**src/rtl/udp_gen_pkg.sv**
```systemverilog
// Shared constants, FSM state type and checksum carry-fold helper for the
// UDP/IPv4 test-frame generator.
package udp_gen_pkg;

   localparam int ETH_HDR_BYTES = 14;
   localparam int IP_HDR_BYTES  = 20;
   localparam int UDP_HDR_BYTES = 8;

   localparam logic [15:0] ETHERTYPE_IPV4 = 16'h0800;
   localparam logic [15:0] IP_VER_IHL_TOS = 16'h4500;
   localparam logic [7:0]  IP_PROTO_UDP   = 8'h11;
   localparam logic [7:0]  IP_TTL         = 8'h80;

   typedef enum logic [1:0] {
      IDLE = 2'd0,
      SEND = 2'd1,
      GAP  = 2'd2
   } gen_state_e;

   // Two end-around-carry folds bring any sum of up to 2^16 words into 16 bits.
   function automatic logic [15:0] csum_fold(input logic [31:0] sum);
      logic [31:0] s1;
      logic [31:0] s2;
      s1 = {16'h0000, sum[15:0]} + {16'h0000, sum[31:16]};
      s2 = {16'h0000, s1[15:0]} + {16'h0000, s1[31:16]};
      return s2[15:0];
   endfunction

endpackage

```
**src/rtl/udp_hdr_rom.sv**
```systemverilog
// Combinational beat-index-to-word mux over the Ethernet/IPv4/UDP header,
// the per-frame ID/checksum and the incrementing payload pattern.
module udp_hdr_rom
   import udp_gen_pkg::*;
#(
   parameter int          PAYLOAD_BYTES = 18,
   parameter logic [47:0] DST_MAC       = 48'h0010A47BEA80,
   parameter logic [47:0] SRC_MAC       = 48'h001234567890,
   parameter logic [31:0] SRC_IP        = 32'hC0A8002C,
   parameter logic [31:0] DST_IP        = 32'hC0A80004,
   parameter logic [15:0] SRC_PORT      = 16'h0400,
   parameter logic [15:0] DST_PORT      = 16'h0400
) (
   input  logic [15:0] beat_idx,
   input  logic [15:0] ip_id,
   input  logic [15:0] ip_csum,
   output logic [31:0] word_o
);

   localparam int          HDR_BYTES    = ETH_HDR_BYTES + IP_HDR_BYTES + UDP_HDR_BYTES;
   localparam int          FRAME_BYTES  = HDR_BYTES + PAYLOAD_BYTES;
   localparam logic [15:0] IP_TOTAL_LEN = 16'(IP_HDR_BYTES + UDP_HDR_BYTES + PAYLOAD_BYTES);
   localparam logic [15:0] UDP_LEN      = 16'(UDP_HDR_BYTES + PAYLOAD_BYTES);

   function automatic logic [7:0] byte_at(input logic [31:0] idx,
                                          input logic [15:0] id,
                                          input logic [15:0] cs);
      logic [7:0] b;
      b = 8'h00;
      if (idx < 32'(HDR_BYTES)) begin
         case (idx[5:0])
            6'd0:    b = DST_MAC[47:40];
            6'd1:    b = DST_MAC[39:32];
            6'd2:    b = DST_MAC[31:24];
            6'd3:    b = DST_MAC[23:16];
            6'd4:    b = DST_MAC[15:8];
            6'd5:    b = DST_MAC[7:0];
            6'd6:    b = SRC_MAC[47:40];
            6'd7:    b = SRC_MAC[39:32];
            6'd8:    b = SRC_MAC[31:24];
            6'd9:    b = SRC_MAC[23:16];
            6'd10:   b = SRC_MAC[15:8];
            6'd11:   b = SRC_MAC[7:0];
            6'd12:   b = ETHERTYPE_IPV4[15:8];
            6'd13:   b = ETHERTYPE_IPV4[7:0];
            6'd14:   b = IP_VER_IHL_TOS[15:8];
            6'd15:   b = IP_VER_IHL_TOS[7:0];
            6'd16:   b = IP_TOTAL_LEN[15:8];
            6'd17:   b = IP_TOTAL_LEN[7:0];
            6'd18:   b = id[15:8];
            6'd19:   b = id[7:0];
            6'd22:   b = IP_TTL;
            6'd23:   b = IP_PROTO_UDP;
            6'd24:   b = cs[15:8];
            6'd25:   b = cs[7:0];
            6'd26:   b = SRC_IP[31:24];
            6'd27:   b = SRC_IP[23:16];
            6'd28:   b = SRC_IP[15:8];
            6'd29:   b = SRC_IP[7:0];
            6'd30:   b = DST_IP[31:24];
            6'd31:   b = DST_IP[23:16];
            6'd32:   b = DST_IP[15:8];
            6'd33:   b = DST_IP[7:0];
            6'd34:   b = SRC_PORT[15:8];
            6'd35:   b = SRC_PORT[7:0];
            6'd36:   b = DST_PORT[15:8];
            6'd37:   b = DST_PORT[7:0];
            6'd38:   b = UDP_LEN[15:8];
            6'd39:   b = UDP_LEN[7:0];
            default: b = 8'h00;
         endcase
      end else if (idx < 32'(FRAME_BYTES)) begin
         b = 8'(idx - 32'(HDR_BYTES));
      end else begin
         b = 8'h00;
      end
      return b;
   endfunction

   // Byte 0 of each beat lands in the most significant lane.
   always_comb begin
      word_o = 32'h0000_0000;
      for (int i = 0; i < 4; i++) begin
         word_o[8*(3-i) +: 8] = byte_at({14'd0, beat_idx, 2'b00} + 32'(i), ip_id, ip_csum);
      end
   end

endmodule

```
**src/rtl/udp_frame_gen.sv**
```systemverilog
// UDP/IPv4 test-frame generator for a 32-bit Avalon-ST MAC TX port.
// Define UDP_GEN_PREAMBLE_EN to prepend two preamble/SFD beats to each frame.
module udp_frame_gen
   import udp_gen_pkg::*;
#(
   parameter int          PERIOD_CYCLES = 50000000,
   parameter int          PAYLOAD_BYTES = 18,
   parameter int          IFG_CYCLES    = 12,
   parameter logic [47:0] DST_MAC       = 48'h0010A47BEA80,
   parameter logic [47:0] SRC_MAC       = 48'h001234567890,
   parameter logic [31:0] SRC_IP        = 32'hC0A8002C,
   parameter logic [31:0] DST_IP        = 32'hC0A80004,
   parameter logic [15:0] SRC_PORT      = 16'h0400,
   parameter logic [15:0] DST_PORT      = 16'h0400
) (
   input  logic        clk,
   input  logic        rst_n,
   input  logic        en,
   input  logic        start,
   input  logic        tx_rdy,
   output logic [31:0] data_tx,
   output logic [1:0]  tx_mod,
   output logic        tx_sop,
   output logic        tx_eop,
   output logic        tx_err,
   output logic        tx_wren,
   output logic        tx_crc_fwd,
   output logic        busy,
   output logic [15:0] frame_cnt
);

   localparam int FRAME_BYTES = ETH_HDR_BYTES + IP_HDR_BYTES + UDP_HDR_BYTES + PAYLOAD_BYTES;
   localparam int DATA_BEATS  = (FRAME_BYTES + 3) / 4;
`ifdef UDP_GEN_PREAMBLE_EN
   localparam int PRE_BEATS   = 2;
`else
   localparam int PRE_BEATS   = 0;
`endif
   localparam logic [15:0] LAST_BEAT    = 16'(DATA_BEATS + PRE_BEATS - 1);
   localparam logic [1:0]  EOP_MOD      = 2'((4 - (FRAME_BYTES % 4)) % 4);
   localparam logic [15:0] GAP_LAST     = 16'((IFG_CYCLES > 0) ? IFG_CYCLES - 1 : 0);
   localparam int          PCW          = (PERIOD_CYCLES > 1) ? $clog2(PERIOD_CYCLES) : 1;
   localparam logic [PCW-1:0] PCNT_LAST = PCW'(PERIOD_CYCLES - 1);
   localparam logic [15:0] IP_TOTAL_LEN = 16'(IP_HDR_BYTES + UDP_HDR_BYTES + PAYLOAD_BYTES);

   // Every header word except the ID, pre-folded so only the frame counter is added per frame.
   localparam logic [15:0] CSUM_BASE = csum_fold(32'(IP_VER_IHL_TOS) + 32'(IP_TOTAL_LEN)
                                                 + {16'h0000, IP_TTL, IP_PROTO_UDP}
                                                 + 32'(SRC_IP[31:16]) + 32'(SRC_IP[15:0])
                                                 + 32'(DST_IP[31:16]) + 32'(DST_IP[15:0]));

   gen_state_e     state_q, state_d;
   logic [15:0]    beat_q, beat_d;
   logic [15:0]    gap_q, gap_d;
   logic [PCW-1:0] pcnt_q, pcnt_d;
   logic           pend_q, pend_d;
   logic [15:0]    frame_cnt_q, frame_cnt_d;
   logic [15:0]    csum_q, csum_d;
   logic [31:0]    data_q, data_d;
   logic [1:0]     mod_q, mod_d;
   logic           sop_q, sop_d;
   logic           eop_q, eop_d;
   logic           wren_q, wren_d;
   logic           busy_q, busy_d;

   logic           tick_s;
   logic [15:0]    nxt_beat_s;
   logic [15:0]    rom_beat_s;
   logic [31:0]    rom_word_s;
   logic [31:0]    word_s;

   udp_hdr_rom #(
      .PAYLOAD_BYTES (PAYLOAD_BYTES),
      .DST_MAC       (DST_MAC),
      .SRC_MAC       (SRC_MAC),
      .SRC_IP        (SRC_IP),
      .DST_IP        (DST_IP),
      .SRC_PORT      (SRC_PORT),
      .DST_PORT      (DST_PORT)
   ) u_rom (
      .beat_idx (rom_beat_s),
      .ip_id    (frame_cnt_q),
      .ip_csum  (csum_q),
      .word_o   (rom_word_s)
   );

   // Period counter and the single-entry trigger latch.
   always_comb begin
      tick_s = (pcnt_q == PCNT_LAST);
      if (tick_s) begin
         pcnt_d = {PCW{1'b0}};
      end else begin
         pcnt_d = pcnt_q + PCW'(1);
      end
      pend_d = (pend_q && (state_q != IDLE)) || (tick_s && en) || start;
   end

   // Word for the beat that will be presented after the next edge.
   always_comb begin
      if (state_q == SEND) begin
         nxt_beat_s = beat_q + 16'd1;
      end else begin
         nxt_beat_s = 16'd0;
      end
`ifdef UDP_GEN_PREAMBLE_EN
      rom_beat_s = nxt_beat_s - 16'd2;
      if (nxt_beat_s == 16'd0) begin
         word_s = 32'h5555_5555;
      end else if (nxt_beat_s == 16'd1) begin
         word_s = 32'h5555_55D5;
      end else begin
         word_s = rom_word_s;
      end
`else
      rom_beat_s = nxt_beat_s;
      word_s     = rom_word_s;
`endif
   end

   // Frame FSM: next state and registered Avalon-ST outputs.
   always_comb begin
      state_d     = state_q;
      beat_d      = beat_q;
      gap_d       = gap_q;
      frame_cnt_d = frame_cnt_q;
      csum_d      = csum_q;
      data_d      = data_q;
      mod_d       = mod_q;
      sop_d       = sop_q;
      eop_d       = eop_q;
      wren_d      = wren_q;
      case (state_q)
         IDLE: begin
            if (pend_q) begin
               state_d = SEND;
               beat_d  = 16'd0;
               data_d  = word_s;
               wren_d  = 1'b1;
               sop_d   = 1'b1;
               eop_d   = (LAST_BEAT == 16'd0);
               mod_d   = (LAST_BEAT == 16'd0) ? EOP_MOD : 2'd0;
               csum_d  = ~csum_fold({16'h0000, CSUM_BASE} + {16'h0000, frame_cnt_q});
            end else begin
               data_d = 32'h0000_0000;
               wren_d = 1'b0;
               sop_d  = 1'b0;
               eop_d  = 1'b0;
               mod_d  = 2'd0;
            end
         end
         SEND: begin
            if (tx_rdy) begin
               if (beat_q == LAST_BEAT) begin
                  data_d      = 32'h0000_0000;
                  wren_d      = 1'b0;
                  sop_d       = 1'b0;
                  eop_d       = 1'b0;
                  mod_d       = 2'd0;
                  frame_cnt_d = frame_cnt_q + 16'd1;
                  gap_d       = 16'd0;
                  state_d     = (IFG_CYCLES > 0) ? GAP : IDLE;
               end else begin
                  beat_d = nxt_beat_s;
                  data_d = word_s;
                  sop_d  = 1'b0;
                  eop_d  = (nxt_beat_s == LAST_BEAT);
                  mod_d  = (nxt_beat_s == LAST_BEAT) ? EOP_MOD : 2'd0;
               end
            end else begin
               state_d = SEND;
            end
         end
         GAP: begin
            if (gap_q == GAP_LAST) begin
               state_d = IDLE;
            end else begin
               gap_d = gap_q + 16'd1;
            end
         end
         default: begin
            state_d = IDLE;
            data_d  = 32'h0000_0000;
            wren_d  = 1'b0;
            sop_d   = 1'b0;
            eop_d   = 1'b0;
            mod_d   = 2'd0;
         end
      endcase
      busy_d = (state_d != IDLE);
   end

   // State and output registers; reset aborts any frame in flight.
   always_ff @(posedge clk or negedge rst_n) begin
      if (!rst_n) begin
         state_q     <= IDLE;
         beat_q      <= 16'd0;
         gap_q       <= 16'd0;
         pcnt_q      <= {PCW{1'b0}};
         pend_q      <= 1'b0;
         frame_cnt_q <= 16'd0;
         csum_q      <= 16'd0;
         data_q      <= 32'h0000_0000;
         mod_q       <= 2'd0;
         sop_q       <= 1'b0;
         eop_q       <= 1'b0;
         wren_q      <= 1'b0;
         busy_q      <= 1'b0;
      end else begin
         state_q     <= state_d;
         beat_q      <= beat_d;
         gap_q       <= gap_d;
         pcnt_q      <= pcnt_d;
         pend_q      <= pend_d;
         frame_cnt_q <= frame_cnt_d;
         csum_q      <= csum_d;
         data_q      <= data_d;
         mod_q       <= mod_d;
         sop_q       <= sop_d;
         eop_q       <= eop_d;
         wren_q      <= wren_d;
         busy_q      <= busy_d;
      end
   end

   assign data_tx    = data_q;
   assign tx_mod     = mod_q;
   assign tx_sop     = sop_q;
   assign tx_eop     = eop_q;
   assign tx_err     = 1'b0;
   assign tx_wren    = wren_q;
   assign tx_crc_fwd = 1'b0;
   assign busy       = busy_q;
   assign frame_cnt  = frame_cnt_q;

endmodule
```
**config.mk**
```make
export PLATFORM = sky130hd
export DESIGN_NAME = udp_frame_gen
export DESIGN_NICKNAME = d
export VERILOG_FILES = /design/src/rtl/udp_gen_pkg.sv /design/src/rtl/udp_hdr_rom.sv /design/src/rtl/udp_frame_gen.sv
export SDC_FILE = /design/constraint.sdc
export NUM_CORES = 1
export LEC_CHECK = 0
export CAP_MARGIN = 20
export CORE_ASPECT_RATIO = 1.5
export CORE_MARGIN = 4
export CORE_UTILIZATION = 43
export DETAILED_ROUTE_END_ITERATION = 10
export SKIP_LAST_GASP = 1
export SYNTH_ARGS = -nofsm -noshare
export SYNTH_HDL_FRONTEND = slang
export SYNTH_SLANG_ARGS = --single-unit
```
**constraint.sdc**
```tcl
create_clock -name clk -period 3.8 [get_ports clk]
set_input_delay 0.76 -clock clk [delete_from_list [all_inputs] [get_ports clk]]
set_output_delay 0.76 -clock clk [all_outputs]
set_load 0.03 [all_outputs]
```
==> results.txt, run 1 <==
----------------------------------------------------
[CTS]
  Cell at the root of the clock tree ... sky130_fd_sc_hd__clkbuf_16
  CTS tree ... built
  Cts hold-fix bufs ... 0
  TritonCTS buffer count ... 17
  Clock latency reported for the late side of the worst-skew pair ... roughly 0.42 ns
  Reg clk slew, reported paths ... ~0.060 ns
  H-Tree Depth ... 4
  Number of buffers on the longest clock path ... 2
  Clk sink count ... ~130

[Global routing]
  Met2 GRT Util ... between 30% and 40%
  Overall Global Routing Usage ... a little over a fifth
  Global Route met3 Usage ... under 10%
  Routing usage on met1 ... 25.37%
  Grt peak-use layer ... met2
  Global-route wire length before repair ... 36320 um
  Antenna violations before repair ... 0
  GRT overflow ... 0
  Largest net degree at the start of global routing ... 83
  Vias in the first global route ... between 7000 and 8000

[Synth]
  Average footprint of a synthesized cell ... 8.833 sq um
  Synth Flop Type ... sky130_fd_sc_hd__dfrtp_1
  Netlist Area Pre-Place ... a little over 8000 sq um
  Proportion of register bits with asynchronous set or reset after synthesis ... 100.0%
  Number of library cell types mapped by synthesis ... 93
  Synth warn ... 0
  Count of flip-flops with a built-in enable after synthesis ... 0
  Part of the Yosys area used for sequential elements ... between 30% and 40%
  Count of state elements after synthesis ... 129
  Gate count of the mapped netlist ... 924

[Finish]
  Total inserted antenna cells ... 0
  Area overhead of the layout relative to synthesis ... 21.72%
  Layout Nets ... roughly 1000
  Final std cell area, no fill ... around 9900 sq um
  Fraction of layout cells with a size suffix above 1 ... 13.56%
  Final core occ ... a little over half

[Worst hold path]
  Path class of the lowest-slack min-delay path ... primary input to asynchronous set/reset pin

[Floorplan]
  Initial standard-cell utilization of the core ... between 40% and 50%
  Count of pins on the block boundary ... 61
  Floorplan die width ... approximately 120 um
  Site row count ... 61
  Core area ... 18620 sq um
  Floorplan die area ... 21290 sq um
  Vertical die dimension ... 176.7 um

[Setup path]
  Class of the most critical setup path ... flip-flop to flip-flop
  Worst path buffer plus inverter count ... 1
  Reg2Reg Launch Point ... frame_cnt[0]$_DFFE_PN0P_
  Critical path's largest stage delay ... approximately 0.38 ns
  Required time of the worst setup path ... roughly 4.1 ns
  Cell breakdown of the critical path ... ha_4 -> nand3_4 -> o211ai_1 -> nand2b_1 -> a21boi_2 -> ha_2 -> ha_4 -> o21ai_4 -> a2111oi_4 -> a21boi_2 -> nor2b_4 -> ha_4 -> nand3_2 -> nand3b_1 -> nor4_4 -> buf_4 -> nand4_1 -> a31oi_1
  Kind of start point of the critical path ... flip-flop
  Cell family with most CP delay ... compound AO/OA/AOI/OAI gates
  Cell repeated most along the worst path ... sky130_fd_sc_hd__ha_4
  Crit path launch ... frame_cnt[0]$_DFFE_PN0P_
  Kind of capture point of the worst setup path ... flip-flop
  Peak fanout along the critical path ... 6
  Arrival time worst endpoint ... ~4 ns
  Critical path's slowest cell ... sky130_fd_sc_hd__dfrtp_2

[Placement]
  Gpl congestion ... approximately 0.93
  Port Buffer Count ... between 50 and 60
  Detailed Place HPWL ... ~16000 um
  Post-DP Area ... ~9200 sq um

[Power and ir drop]
  Internal cell power ... around 3.9 mW
  Switching power as a share of total power ... between 40 and 50%
  Portion of total power attributed to the clock network ... between 20% and 30%
  Leakage power ... slightly above 4 nW
  PD cells ... around 650 nW/um^2
  Combinational cell fraction of total power ... between 40% and 50%
  Net Sw Power ... between 2 and 3 mW
  Largest voltage drop on the vdd net ... between 0.0003 and 0.0004 V
  Relative contribution of sequential cells to total power ... 27.4%

[STA]
  Worst slew margin relative to its limit ... about two fifths
  Ratio of final minimum period to clock period ... 95.24%
  Total setup violations reported at the end of the flow ... 0
  Hold Violations, Final ... 0
  Fin Clk Skew ... ~0.014 ns
  Unrepaired setup endpoints after global routing ... yes
  Final count of pins violating max slew ... 0
  Tmin final ... about 3.6 ns
  Post-Route Setup TNS ... 0 ns
  Maximum clock frequency ... 276.3 MHz
  Slew at the pin closest to its max-slew limit ... around 0.91 ns

[Route]
  Routed len/inst ... around 18 um
  Residual DRC count ... 0
  Wirelength, routed ... between 20000 and 25000 um
  Total number of vias ... around 7100
  Iter 0 DRT Violations ... 387
  Antenna viol nets, final ... 0
  DRT Pass-1 Iters ... 4
  Average via count per standard cell ... around 5.6

[Outcome]
  Run status ... completed

[Job]
  Max_cap viols ... 0

----------------------------------------------------
repair_timing:
action,4_1_cts,5_1_grt
gates resized for setup,0,6
endpoints found under the setup margin,0,5
hold endpoints to repair,0,0
setup buffers,0,6
layout make-up:
| type | count | area (sq um) |
|---|---|---|
| Multi-Input combinational cell | 724 | 4707 |
| Clock inverter | 13 | 195.2 |
| Fill cell | 1782 | 8688 |
| Timing Repair Buffer | 109 | 972.2 |
| Sequential cell | 129 | 3232 |
| Inverter | 16 | 60.06 |
| Tap cell | 252 | 315.3 |
| Clock buffer | 19 | 452.9 |
synthesized netlist by cell type, types with 16 or more instances:
cell type	n	area [sq um]
sky130_fd_sc_hd__a21oi_1	41	205.2
sky130_fd_sc_hd__clkbuf_1	31	116.4
sky130_fd_sc_hd__dfrtp_1	129	3228
sky130_fd_sc_hd__ha_1	16	200.2
sky130_fd_sc_hd__nand2_1	118	442.9
sky130_fd_sc_hd__nand3_1	44	220.2
sky130_fd_sc_hd__nand4_1	22	137.6
sky130_fd_sc_hd__nor2_1	77	289.0
sky130_fd_sc_hd__o21ai_0	72	360.4
sky130_fd_sc_hd__xnor2_1	47	411.6
sky130_fd_sc_hd__xor2_1	37	324.1
layout by cell type, fill, tap and decap left out, types with 5 or more instances in the layout:
master and n:
sky130_fd_sc_hd__or3_1 12, sky130_fd_sc_hd__clkdlybuf4s50_1 55, sky130_fd_sc_hd__nand4_1 22, sky130_fd_sc_hd__and4_1 6, sky130_fd_sc_hd__nand3_1 43, sky130_fd_sc_hd__mux2i_1 12, sky130_fd_sc_hd__inv_1 15, sky130_fd_sc_hd__and3_1 9
sky130_fd_sc_hd__inv_6 5, sky130_fd_sc_hd__a211o_1 5, sky130_fd_sc_hd__nand3b_1 5, sky130_fd_sc_hd__nor3_1 15, sky130_fd_sc_hd__o31ai_1 15, sky130_fd_sc_hd__nand2_1 118, sky130_fd_sc_hd__buf_4 52, sky130_fd_sc_hd__nor2_1 77
sky130_fd_sc_hd__nand2b_1 9, sky130_fd_sc_hd__and2_1 14, sky130_fd_sc_hd__nor4_1 9, sky130_fd_sc_hd__xor2_1 37, sky130_fd_sc_hd__o211ai_1 8, sky130_fd_sc_hd__clkbuf_16 17, sky130_fd_sc_hd__a211oi_1 6, sky130_fd_sc_hd__mux2_2 6
sky130_fd_sc_hd__o21ai_0 72, sky130_fd_sc_hd__dfrtp_1 126, sky130_fd_sc_hd__nor2b_1 5, sky130_fd_sc_hd__ha_1 11, sky130_fd_sc_hd__a22o_1 7, sky130_fd_sc_hd__a31oi_1 7, sky130_fd_sc_hd__xnor2_1 47, sky130_fd_sc_hd__a21oi_1 41
state kept, by name, summed over array words and instances (netlist names):
register,count
tx_eop,1
tx_sop,1
tx_wren,1
pend_q,1
pcnt_q,26
frame_cnt,16
busy,1
state_q,2
gap_q,16
beat_q,16
data_tx,32
csum_q,16
final timing paths:
check	end	slack (ns)	cells after the start
min in group clk	tx_sop$_DFFE_PN0P_	0.47	2
worst max register to register	csum_q[13]$_DFFE_PN0P_	0.18	18
worst min-delay path	pcnt_q[17]$_DFF_PN0_	0.39	1
worst max-delay path	csum_q[13]$_DFFE_PN0P_	0.18	18
worst min register to register	tx_sop$_DFFE_PN0P_	0.47	2
max in group asynchronous	data_tx[20]$_DFFE_PN0P_	2.67	2
routing by layer:
| layer | vias up | routed length (um) |
|---|---|---|
| met5 | - | 0 |
| met4 | 0 | 405 |
| li1 | 3461 | - |
| met1 | 3439 | 9335 |
| met3 | 30 | 658 |
| met2 | 125 | 11730 |
power by group through the flow:
stage | combinational (mW) | sequential, mW | clock (mW)
2_1_floorplan | 1.72 | 2.01 | 0
3_3_place_gp | 2.89 | 1.81 | 0
3_5_place_dp | 2.89 | 1.81 | 0
4_1_cts | 2.91 | 1.79 | 1.82
5_1_grt | 3.20 | 1.81 | 1.88
6_report | 2.93 | 1.78 | 1.79
kinds of logic after synthesis:
| logic type | after synthesis | synth area share (%) |
|---|---|---|
| fa+ha+maj | 16 | 2.453 |
| other cells | 1 | 0.04595 |
| xor+xnor | 85 | 9.214 |
| buf+inv | 74 | 4.216 |
| compound gates | 223 | 18.50 |
| simple gates | 377 | 23.58 |
| flops | 129 | 39.55 |
| mux | 19 | 2.438 |
through the flow:
step	hold WS (ns)	total power [mW]	setup WS, ns	std cells
after CTS	0.4240	6.518	0.1753	1256
after floorplan	0.4376	3.729	-0.1910	927
final	0.3912	6.501	0.1809	1262
after global routing	0.4557	6.894	-0.02001	1262
after global placement	0.4598	4.699	0.3283	1224
after detailed placement	0.4628	4.706	0.1891	1224
No activity file was read; power rests on OpenSTA's default activity.
==> run 2: changes to the inputs <==
Settings changed: ABC_AREA set to 1, REMOVE_ABC_BUFFERS set to 1.
==> run 2 against run 1 <==
The run now ends with negative setup slack left. Synthesized cell count increased by 27%. Combinational power grew 32%. Utilization rose by 0.52 points. Die area is 1.6% higher. Maximum frequency shrank 11%. Sequential share of layout area down 1.1 points. Clock-buffer cell count is the same. Critical path depth increased by 16. Final area grew 3.5%. Via count is 14% higher. Power increased by 16%.
==> results.txt, run 2 <==
----------------------------------------------------
[Power and ir drop]
  Largest voltage drop on the vdd net ... 0.0003168 V (was 0.0003767 V)
  Net Sw Power ... 3.370 mW (was 2.631 mW)
  Portion of total power attributed to the clock network ... 22.4% (was 27.6%)
  Combinational cell fraction of total power ... 51.5% (was 45.0%)
  Switching power as a share of total power ... 44.83% (was 40.46%)
  Leakage power ... 5.055 nW (was 4.083 nW)
  Internal cell power ... 4.147 mW (was 3.871 mW)
  PD cells ... 731.3 nW/um^2 (was 654.4 nW/um^2)
  Relative contribution of sequential cells to total power ... 26.1% (was 27.4%)

[Synth]
  Proportion of register bits with asynchronous set or reset after synthesis ... 100.0% (unchanged)
  Adder-cell share of the synthesized area ... 2.411% (was 2.453%)
  Number of library cell types mapped by synthesis ... 47 (was 93)
  Most instantiated library cell after synthesis ... sky130_fd_sc_hd__nand2_1 (was sky130_fd_sc_hd__dfrtp_1)
  Average footprint of a synthesized cell ... 7.102 sq um (was 8.833 sq um)
  Synth Flop Type ... sky130_fd_sc_hd__dfrtp_1 (unchanged)
  Compound-cell area share of the yosys netlist ... 8.862% (was 18.50%)
  Dominant cells by area after synthesis ... sky130_fd_sc_hd__dfrtp_1 39%, sky130_fd_sc_hd__nand2_1 15%, sky130_fd_sc_hd__nand3_1 6.6% (was sky130_fd_sc_hd__dfrtp_1 40%, sky130_fd_sc_hd__nand2_1 5.4%, sky130_fd_sc_hd__xnor2_1 5.0%)
  Count of flip-flops with a built-in enable after synthesis ... 0 (unchanged)
  Main combinational cell family by area after synthesis ... simple AND/OR/NAND/NOR gates (unchanged)
  Part of the Yosys area used for sequential elements ... 38.88% (was 39.55%)
  Gate count of the mapped netlist ... 1169 (was 924)
  Ranking of synthesized cells by instance count ... 324 x sky130_fd_sc_hd__nand2_1, 141 x sky130_fd_sc_hd__inv_1, 129 x sky130_fd_sc_hd__dfrtp_1 (was 129 x sky130_fd_sc_hd__dfrtp_1, 118 x sky130_fd_sc_hd__nand2_1, 77 x sky130_fd_sc_hd__nor2_1)
  Synth Area in XOR/XNOR ... 3.693% (was 9.214%)
  Post-synthesis cell type with the largest combined area ... sky130_fd_sc_hd__dfrtp_1 (unchanged)
  Synth warn ... 0 (unchanged)
  Multiplexer share of the synthesized area ... 0% (was 2.438%)
  Count of state elements after synthesis ... 129 (unchanged)
  Simple-gate share of the synthesized area ... 37.26% (was 23.58%)
  Synth top area share ... 38.88% (was 39.55%)
  Netlist Area Pre-Place ... 8302 sq um (was 8162 sq um)

[Setup path]
  Class of the most critical setup path ... flip-flop to flip-flop (unchanged)
  Critical path's largest stage delay ... 0.36 ns (was 0.38 ns)
  Kind of start point of the critical path ... flip-flop (unchanged)
  Kind of capture point of the worst setup path ... flip-flop (unchanged)
  Reg-to-reg setup timing slack ... -0.25 ns (was 0.18 ns)
  Arrival time worst endpoint ... 4.36 ns (was 3.96 ns)
  Reg2Reg Launch Point ... frame_cnt[1]$_DFFE_PN0P_ (was frame_cnt[0]$_DFFE_PN0P_)
  Terminus of the critical flop-to-flop path ... csum_q[15]$_DFFE_PN0P_ (was csum_q[13]$_DFFE_PN0P_)
  Cell family with most CP delay ... simple AND/OR/NAND/NOR gates (was compound AO/OA/AOI/OAI gates)
  Required time of the worst setup path ... 4.11 ns (was 4.14 ns)
  Cell repeated most along the worst path ... sky130_fd_sc_hd__buf_4 (was sky130_fd_sc_hd__ha_4)
  Worst path buffer plus inverter count ... 12 (was 1)
  Critical path's slowest cell ... sky130_fd_sc_hd__dfrtp_1 (was sky130_fd_sc_hd__dfrtp_2)
  Peak fanout along the critical path ... 3 (was 6)
  R2R depth ... 34 (was 18)

[Job]
  Max_cap viols ... 0 (unchanged)

[Placement]
  # placed instances ... 1499 (was 1224)
  Detailed Place HPWL ... 18040 um (was 16310 um)
  Gpl congestion ... 0.8773 (was 0.9270)
  Port Buffer Count ... 56 (unchanged)
  Post-DP Area ... 9385 sq um (was 9208 sq um)

[STA]
  Fin Clk Skew ... 0.009371 ns (was 0.01395 ns)
  Total setup violations reported at the end of the flow ... 8 (was 0)
  Hold Violations, Final ... 0 (unchanged)
  Post-Route Setup TNS ... -1.062 ns (was 0 ns)
  Slew at the pin closest to its max-slew limit ... 0.7954 ns (was 0.9119 ns)
  Maximum clock frequency ... 246.7 MHz (was 276.3 MHz)
  Worst hold slack after final layout ... 0.3591 ns (was 0.3912 ns)
  Ratio of final minimum period to clock period ... 106.7% (was 95.24%)
  Worst slew margin relative to its limit ... 46.56% (was 38.75%)
  Worst-case setup margin in the final layout ... -0.2532 ns (was 0.1809 ns)
  Tmin final ... 4.053 ns (was 3.619 ns)
  Final count of pins violating max slew ... 0 (unchanged)
  Unrepaired setup endpoints after global routing ... yes (unchanged)

[Floorplan]
  Core area ... 19080 sq um (was 18620 sq um)
  Floorplan die area ... 21640 sq um (was 21290 sq um)
  Initial standard-cell utilization of the core ... 43.50% (was 43.83%)
  Vertical die dimension ... 178.2 um (was 176.7 um)
  Count of pins on the block boundary ... 61 (unchanged)
  Floorplan die width ... 121.5 um (was 120.5 um)
  Site row count ... 62 (was 61)

[CTS]
  Cts hold-fix bufs ... 0 (unchanged)
  Clock latency reported for the late side of the worst-skew pair ... 0.42 ns (about the same)
  CTS tree ... built (unchanged)
  TritonCTS buffer count ... 17 (unchanged)
  H-Tree Depth ... 4 (unchanged)
  Clk sink count ... 129 (unchanged)
  Number of buffers on the longest clock path ... 2 (unchanged)
  Reg clk slew, reported paths ... 0.06 ns (about the same)
  Cell at the root of the clock tree ... sky130_fd_sc_hd__clkbuf_16 (unchanged)

[Finish]
  Flip-flop count of the largest register after layout ... 32 (unchanged)
  Final std cell area, no fill ... 10280 sq um (was 9935 sq um)
  Fraction of layout cells with a size suffix above 1 ... 14.57% (was 13.56%)
  Area overhead of the layout relative to synthesis ... 23.81% (was 21.72%)
  Total inserted antenna cells ... 0 (unchanged)
  Layout Nets ... 1305 (was 1018)
  Area taken by flip-flops and latches ... 3228 sq um (was 3232 sq um)
  Final core occ ... 53.86% (was 53.35%)
  # fillers ... 1903 (was 1782)
  Most common cell after layout, fill and taps aside ... sky130_fd_sc_hd__nand2_1 (was sky130_fd_sc_hd__dfrtp_1)
  Area used by multi-input combinational logic ... 4459 sq um (was 4707 sq um)
  Commonest cells after routing, fill and taps aside ... 322 x sky130_fd_sc_hd__nand2_1, 139 x sky130_fd_sc_hd__inv_1, 129 x sky130_fd_sc_hd__dfrtp_1, 106 x sky130_fd_sc_hd__nand3_1, 89 x sky130_fd_sc_hd__nor2_1 (was 126 x sky130_fd_sc_hd__dfrtp_1, 118 x sky130_fd_sc_hd__nand2_1, 77 x sky130_fd_sc_hd__nor2_1, 72 x sky130_fd_sc_hd__o21ai_0, 55 x sky130_fd_sc_hd__clkdlybuf4s50_1)
  Final cell count without fillers ... 1553 (was 1262)

[Route]
  Iter 0 DRT Violations ... 496 (was 387)
  Routed len/inst ... 15.11 um (was 17.53 um)
  Antenna viol nets, final ... 0 (unchanged)
  DRT Pass-1 Iters ... 6 (was 4)
  Wirelength, routed ... 23470 um (was 22130 um)
  Total number of vias ... 8044 (was 7055)
  Average via count per standard cell ... 5.180 (was 5.590)
  Residual DRC count ... 0 (unchanged)

[Outcome]
  Run status ... finished, violations left (was completed)
  Violations in the final reports ... negative setup slack

[Global routing]
  Global-route wire length before repair ... 38920 um (was 36320 um)
  GRT overflow ... 0 (unchanged)
  Largest net degree at the start of global routing ... 71 (was 83)
  Antenna violations before repair ... 0 (unchanged)
  Overall Global Routing Usage ... 22.64% (was 21.34%)
  Vias in the first global route ... 8134 (was 7114)

[Worst hold path]
  Path class of the lowest-slack min-delay path ... primary input to asynchronous set/reset pin (unchanged)

----------------------------------------------------
==> run 2: changes by cell type after synthesis, sizes merged, moves of 13 or more <==
cell    previous run  this run
nand3             45       115
nand2            119       346
xnor2             47         4
clkbuf            32        12
nor2              79       121
and2              15         0
o31ai             16         1
nand4             23        36
inv               16       152
==> run 2: cell families (layout without fill, tap and decap cells) <==
kind of cell,after synthesis,count (layout)
and+or+nand+nor,670,670
buffers and inverters,184,309
AOI/OAI and AO/OA,134,134
DFF,129,129
xor gates and xnor gates,35,35
adders and majority gates,16,16
other,1,4
==> run 2: repair_timing <==
item,4_1_cts,5_1_grt
gates cloned,0,0
endpoints found under the setup margin,8,11
pin swaps,8,28
gates resized for setup,19,11
setup buffers,14,8
==> run 2: metrics by stage <==
stage / setup slack [ns] / total power, mW
3_3_place_gp: -0.1289 / 5.740
2_1_floorplan: -0.4038 / 4.442
6_report: -0.2532 / 7.517
3_5_place_dp: -0.2284 / 5.758
4_1_cts: -0.08396 / 7.561
5_1_grt: -0.5506 / 8.100
==> run 2: routing by layer <==
metal  vias up  global-route usage (%)  part of all wire (%)
met5         -                       0                     0
met3        71                   3.331                   2.9
met2       165                   42.79                    54
li1       4034                       -                     -
met4         0                   10.65                   4.2
met1      3774                   24.39                    39
==> run 2: layout make-up <==
class / count / share of cell area [%]
clock inverters: 13 / 1.546
inverters: 155 / 5.660
multi-input cells: 859 / 43.38
clock buffers: 19 / 4.407
flip-flops and latches: 129 / 31.41
well taps: 256 / 3.116
repair buffers: 122 / 10.48
==> run 2: worst max path at each step <==
stage	start	end	slack [ns]	depth (start not counted)
after floorplan	frame_cnt[0]$_DFFE_PN0P_	csum_q[15]$_DFFE_PN0P_	-0.40	32
after global placement	frame_cnt[0]$_DFFE_PN0P_	csum_q[15]$_DFFE_PN0P_	-0.13	32
after detailed placement	frame_cnt[1]$_DFFE_PN0P_	csum_q[15]$_DFFE_PN0P_	-0.23	32
after CTS	frame_cnt[1]$_DFFE_PN0P_	csum_q[15]$_DFFE_PN0P_	-0.08	32
after global routing	frame_cnt[1]$_DFFE_PN0P_	csum_q[12]$_DFFE_PN0P_	-0.55	33
final	frame_cnt[1]$_DFFE_PN0P_	csum_q[15]$_DFFE_PN0P_	-0.25	34
==> run 2: power by group through the flow <==
stage	clock network (mW)	registers [mW]	logic (mW)
2_1_floorplan	0	2.32	2.12
3_3_place_gp	0	1.98	3.76
3_5_place_dp	0	1.99	3.77
4_1_cts	1.73	1.96	3.87
5_1_grt	1.78	2.01	4.30
6_report	1.68	1.97	3.87
